`src/rtl/hazard_ctrl_unit.sv`:
```
// Pipeline hazard/forwarding controller: rs2 forwarding, load-use bubbles,
// memory-wait freeze, two-cycle redirect flush sequencing, saturating counters.
module hazard_ctrl_unit (
  input  logic        Clk,
  input  logic        reset,
  input  logic        id_valid,
  input  logic [4:0]  id_rs1,
  input  logic [4:0]  id_rs2,
  input  logic        id_need_rs1,
  input  logic        IFid__Need_Rs2,
  input  logic        ex_valid,
  input  logic        ex_we,
  input  logic        ex_is_load,
  input  logic [4:0]  ex_rds,
  input  logic [31:0] ex_result,
  input  logic        ma_valid,
  input  logic        ma_we,
  input  logic [4:0]  ma_rds,
  input  logic [31:0] ma_result,
  input  logic        wb_valid,
  input  logic        wb_we,
  input  logic [4:0]  wb_rds,
  input  logic [31:0] wb_data,
  input  logic        mem_busy,
  input  logic        ex_redirect,
  output logic [31:0] fwdRS2,
  output logic        fwdRS2_Sel,
  output logic        front_stall,
  output logic        idex_stall,
  output logic        idex_flush,
  output logic        ifid_flush,
  output logic        back_stall,
  output logic [15:0] stall_count,
  output logic [15:0] flush_count
);

  typedef enum logic [1:0] {RUN, MEMWAIT, REDIR} stT;

  typedef struct packed {
    logic frontStall;
    logic idexStall;
    logic idexFlush;
    logic ifidFlush;
    logic backStall;
  } ctlT;

  stT   st, stNext;
  logic pendRedir, pendNext;
  logic flushInc;
  ctlT  ctl;
  logic [31:0] fwdData;
  logic        fwdHit;
  logic        lu, redirAcc;
  logic [15:0] stallCnt, flushCnt;

  // Forwarding: youngest producer wins; EX loads have no data yet
  always_comb begin
    fwdData = 32'd0;
    fwdHit  = 1'b0;
    if (id_valid && IFid__Need_Rs2 && id_rs2 != 5'd0) begin
      if (ex_valid && ex_we && !ex_is_load && ex_rds == id_rs2) begin
        fwdData = ex_result;
        fwdHit  = 1'b1;
      end else if (ma_valid && ma_we && ma_rds == id_rs2) begin
        fwdData = ma_result;
        fwdHit  = 1'b1;
      end else if (wb_valid && wb_we && wb_rds == id_rs2) begin
        fwdData = wb_data;
        fwdHit  = 1'b1;
      end
    end
  end

  assign lu = id_valid && ex_valid && ex_we && ex_is_load && ex_rds != 5'd0 &&
              ((id_need_rs1 && id_rs1 == ex_rds) || (IFid__Need_Rs2 && id_rs2 == ex_rds));

  // A redirect seen while frozen is replayed on the first unfrozen cycle
  assign redirAcc = ex_redirect || (st == MEMWAIT && pendRedir);

  always_comb begin
    ctl      = '0;
    stNext   = RUN;
    pendNext = 1'b0;
    flushInc = 1'b0;
    if (mem_busy) begin
      ctl.frontStall = 1'b1;
      ctl.idexStall  = 1'b1;
      ctl.backStall  = 1'b1;
      pendNext       = pendRedir || ex_redirect;
      stNext         = MEMWAIT;
    end else if (redirAcc) begin
      ctl.ifidFlush = 1'b1;
      ctl.idexFlush = 1'b1;
      flushInc      = 1'b1;
      stNext        = REDIR;
    end else begin
      // Second flush cycle covers fetch's one-cycle PC update latency
      if (st == REDIR) ctl.ifidFlush = 1'b1;
      if (lu) begin
        ctl.frontStall = 1'b1;
        ctl.idexFlush  = 1'b1;
      end
    end
  end

  always_ff @(posedge Clk or negedge reset) begin
    if (!reset) begin
      st        <= RUN;
      pendRedir <= 1'b0;
      stallCnt  <= 16'd0;
      flushCnt  <= 16'd0;
    end else begin
      st        <= stNext;
      pendRedir <= pendNext;
      if (ctl.frontStall && stallCnt != 16'hFFFF) stallCnt <= stallCnt + 16'd1;
      if (flushInc && flushCnt != 16'hFFFF)       flushCnt <= flushCnt + 16'd1;
    end
  end

  assign front_stall = reset & ctl.frontStall;
  assign idex_stall  = reset & ctl.idexStall;
  assign idex_flush  = reset & ctl.idexFlush;
  assign ifid_flush  = reset & ctl.ifidFlush;
  assign back_stall  = reset & ctl.backStall;
  assign fwdRS2_Sel  = reset & fwdHit;
  assign fwdRS2      = reset ? fwdData : 32'd0;
  assign stall_count = stallCnt;
  assign flush_count = flushCnt;

endmodule

```
`config.mk`:
```
export PLATFORM = sky130hd
export DESIGN_NAME = hazard_ctrl_unit
export DESIGN_NICKNAME = d
export VERILOG_FILES = /design/src/rtl/hazard_ctrl_unit.sv
export SDC_FILE = /design/constraint.sdc
export NUM_CORES = 1
export LEC_CHECK = 0
export CAP_MARGIN = 15
export CORE_UTILIZATION = 34
export DETAILED_ROUTE_END_ITERATION = 8
export HOLD_SLACK_MARGIN = 0.06
export PLACE_DENSITY = 0.82
export RECOVER_POWER = 100
export SLEW_MARGIN = 10
export SYNTH_ARGS = -nofsm -noshare
export SYNTH_HDL_FRONTEND = slang
export SYNTH_SLANG_ARGS = --single-unit
```
`constraint.sdc`:
```
create_clock -name Clk -period 2.4 [get_ports Clk]
set_input_delay 0.24 -clock Clk [delete_from_list [all_inputs] [get_ports Clk]]
set_output_delay 0.24 -clock Clk [all_outputs]
set_load 0.005 [all_outputs]
```
==> reports/results.txt <==
The cell accounting for the most synthesized area was sky130_fd_sc_hd__dfrtp_1. The tools report the cell count after synthesis as 305. In this run the cell area of the synthesized design comes to 2660 µm². The wire length of the first global-routing pass is 17,400 µm. The logs give 6.31% for the met3 layer usage reported by global route and -0.0177 ns for the setup slack of the critical path after layout.

The path category of the worst min-delay check was register to register. For met2 alone, demand over resource in global routing was 50.1%. The routed layout has 3,428 vias. During synthesis, Yosys emitted a total of 0 warnings. The start of the worst register-to-register path was stall_count[0].

The slack of the worst reg-to-reg path is 0.23 ns, and the flip-flop and latch count after synthesis is 35. By area the synthesized netlist is led by sky130_fd_sc_hd__dfrtp_1, sky130_fd_sc_hd__xnor2_1, sky130_fd_sc_hd__a211oi_1, sky130_fd_sc_hd__a22oi_1, sky130_fd_sc_hd__nor2_1. The half-perimeter wire length after detailed placement came out at 7960 µm.

The highest clock frequency the design can meet was 414 MHz. The total count of max-transition violations in the final report came out at 0. The count of cells along the worst hold path works out to 1. The tools report the root buffer cell as sky130_fd_sc_hd__clkbuf_8. The checks that failed: setup timing.

The synthesized area divided by synthesized cell count was 8.71 µm². In this run the critical register-to-register path is captured at stall_count[5]. For the sum of routed wire length over all layers, the log shows 11,400 µm. STA puts the critical path data required time at 2.16 ns. Along the worst path, the maximum fanout reaches 15.

The tools report the post-route standard cell area excluding fillers as 5260 µm². The die extent in x was 90.4 µm; the register area share after synthesis was 33.0%. The slew at the pin with the worst max-slew slack came out at 1.23 ns.

The flow ran to the end, but the final reports show violations. The logs give 98 for the violation count after the first detailed-route iteration and 3,539 for the number of global-route vias before repair. The overall die height was 90.4 µm; the number of antenna violations at the first check in global routing was 0. In this run the cell area measured after placement is 4980 µm². For this design the static power due to leakage is 0.00217 µW. The start-to-end type of the worst setup path was input port to output pin. First-pass iteration count of the detailed router: 5. STA classifies the critical path startpoint as an input port. For the finished layout, the period the worst path requires is 2.42 ns. At the later pin of the worst-skew pair, clock insertion delay measures 0.29 ns. Global routing consumed, over all layers together, 26.7% of the routing resources.

The count of buffers from port buffering was 204. The number of distinct library cells after synthesis is 43. Buffers inserted during clock tree synthesis total 5. Among all flip-flop cells after synthesis, the most frequent one is sky130_fd_sc_hd__dfrtp_1. After detailed routing, the number of remaining DRC violations is 0. Endpoint with the worst hold slack: stall_count[15]. Synthesis-to-finish area growth: 97.8%.

The worst IR drop on VDD was 0.467 mV; the pin count of the biggest net entering global routing was 34. Setup repair after global routing could not meet its margin everywhere. The post-route fraction of the period consumed by the critical path was 101%; the post-layout net count was 669.

STA classifies the critical path endpoint as an output pin. Startpoint of the worst hold path: stall_count[15]. The post-synthesis async set-or-reset flop share is 100%.

TritonCTS built the clock tree. Hold is met by 0.495 ns. The run gives 1 as the final setup violation count. sky130_fd_sc_hd__nor2_1 is the most common cell in the netlist. Pin placement for this block handled 205 I/O pins. Between clock sinks in the finished design, the worst skew comes to 0.00344 ns.

The placeable core region is 7410 µm², and the routed wire length per instance is 18.1 µm. The commonest cells after synthesis are sky130_fd_sc_hd__nor2_1, sky130_fd_sc_hd__xnor2_1, sky130_fd_sc_hd__dfrtp_1. The arrival time at the worst endpoint was 2.18 ns; the via density per instance was 5.42. The number of enable flip-flop cells after synthesis is 0. The final hold violation count was 0; the floorplan row count was 31. The met1 usage was 28.3%; the cell count of the worst reg-to-reg path was 8.

The busiest layer in global routing is met2. Power density over cell area: 389 nW/µm². The clock tree synthesis step divided the H-tree into 2 levels.

At the end of routability-driven placement, the weighted congestion stood at 0.859. The top cell type by area accounts for 33.0% of the synthesized area. After clock tree synthesis, the clock-pin slew on the worst setup and hold paths is 0.07 ns. The clock net in this run drives a total of 35 sinks.

The number of antenna diodes in the final layout is 0. Once the floorplan was initialized, standard cells occupied 35.9% of the core. The tool flagged a number of max-cap violations equal to 0. The largest buffer count on any clock path came out at 2. Measured on the finished design, the core utilization comes to 71.0%.

Synthesis produced a netlist with a net count of 442. Once detail routing completed, the nets flagged for antenna violations numbered 0. Cells with a size suffix above 1 make up 22.5% of the layout. The floorplan step defined a die boundary enclosing 8170 µm².

Measured against its own limit, the worst slew margin works out to 18.2%. The run gives 0 as the overall overflow remaining after global route.
[registers in the layout, indices dropped and copies added (netlist names)]
name / flops
stall_count: 16
st: 2
pendRedir: 1
flush_count: 16
[worst max path at each step]
| stage | start | to | cells past startpoint |
|---|---|---|---|
| floorplan | stall_count[0] | stall_count[6] | 9 |
| global route | id_rs2[3] | fwdRS2[23] | 9 |
| global placement | id_rs2[4] | fwdRS2[14] | 7 |
| detailed placement | id_rs2[0] | fwdRS2[14] | 10 |
| finish | ex_valid | fwdRS2[23] | 8 |
| CTS | wb_rds[1] | fwdRS2[14] | 10 |
[kinds of logic after synthesis]
group / after synthesis / share of synthesized area (%)
xor gates and xnor gates: 50 / 16.5
AOI/OAI and AO/OA: 76 / 21.3
muxes: 2 / 0.847
DFF: 35 / 33.0
adders and majority gates: 2 / 0.941
and+or+nand+nor: 118 / 23.6
buffers and inverters: 22 / 3.86
[per-stage QoR]
stage | power (µW) | TNS, ns | std cells | setup WS [ns]
floorplan | 1110 | 0 | 305 | 0.422
global placement | 1660 | -16.21 | 615 | -0.704
detailed placement | 1680 | -17.22 | 615 | -0.737
CTS | 2110 | -0.0749 | 632 | -0.0317
global route | 2170 | -0.725 | 632 | -0.0616
finish | 2040 | -0.0177 | 632 | -0.0177
[metal layers]
layer	share of wire, %	wire length [µm]
met1	34	3940
met2	54	6200
met3	8.3	946
met4	3.0	346
met5	0	0
[where the power goes]
part | leakage (µW) | internal, µW | switching (µW)
registers | 0.000454 | 703 | 139
logic | 0.00167 | 507 | 287
clock network | 0.0000422 | 203 | 205
total | 0.00217 | 1410 | 630
[layout by cell type, fill, tap and decap left out, types with 3 or more instances in the layout]
cell type                         Yosys  layout
sky130_fd_sc_hd__a211oi_2             0      15
sky130_fd_sc_hd__nor2_4               0       4
sky130_fd_sc_hd__a22oi_1             32      25
sky130_fd_sc_hd__a22oi_2              0       7
sky130_fd_sc_hd__dfrtp_1             35      35
sky130_fd_sc_hd__dlymetal6s2s_1       0       3
sky130_fd_sc_hd__a211oi_1            32      16
sky130_fd_sc_hd__clkdlybuf4s50_1      0     123
sky130_fd_sc_hd__nand2_1             15      15
sky130_fd_sc_hd__nor3_1               3       3
sky130_fd_sc_hd__buf_16               0       3
sky130_fd_sc_hd__xnor2_1             37      36
sky130_fd_sc_hd__nor2_2               0       9
sky130_fd_sc_hd__clkbuf_1             9       8
sky130_fd_sc_hd__dlygate4sd3_1        0      35
sky130_fd_sc_hd__dlygate4sd2_1        0       9
sky130_fd_sc_hd__clkbuf_8             0       5
sky130_fd_sc_hd__buf_4                1      16
sky130_fd_sc_hd__buf_2                7      31
sky130_fd_sc_hd__a21oi_1              4       4
sky130_fd_sc_hd__nand2b_1             3       3
sky130_fd_sc_hd__buf_6                1       3
sky130_fd_sc_hd__xor2_1              13      13
sky130_fd_sc_hd__nand4_1              8       9
sky130_fd_sc_hd__nor2_1              46      33
sky130_fd_sc_hd__nand3_1             13      15
sky130_fd_sc_hd__inv_1                3       3
sky130_fd_sc_hd__and3_1               3       3
sky130_fd_sc_hd__buf_12               0       5
[cell type report]
type / instances / area, µm²
Sequential cell: 35 / 876
Clock inverter: 1 / 5.00
Tap cell: 99 / 124
Multi-Input combinational cell: 248 / 1880
Inverter: 3 / 11.3
Clock buffer: 7 / 76.3
Fill cell: 567 / 2150
Timing Repair Buffer: 239 / 2290
[repair_timing]
item / in CTS / in global routing
endpoints found under the setup margin: 35 / 33
hold buffers: 1 / 0
resized for setup: 155 / 36
endpoints found under the hold margin: 11 / 0
setup buffers: 3 / 0
gates cloned: 5 / 1
pin swaps: 31 / 13
[worst max-delay path, stage by stage]
cell                              delay (ns)
sky130_fd_sc_hd__clkdlybuf4s50_1        0.50
sky130_fd_sc_hd__nand2_1                0.07
sky130_fd_sc_hd__or4_4                  0.55
sky130_fd_sc_hd__buf_12                 0.17
sky130_fd_sc_hd__bufbuf_16              0.29
sky130_fd_sc_hd__nor2_2                 0.13
sky130_fd_sc_hd__a211oi_2               0.07
sky130_fd_sc_hd__buf_2                  0.14
(Power assumes the default switching activity.)
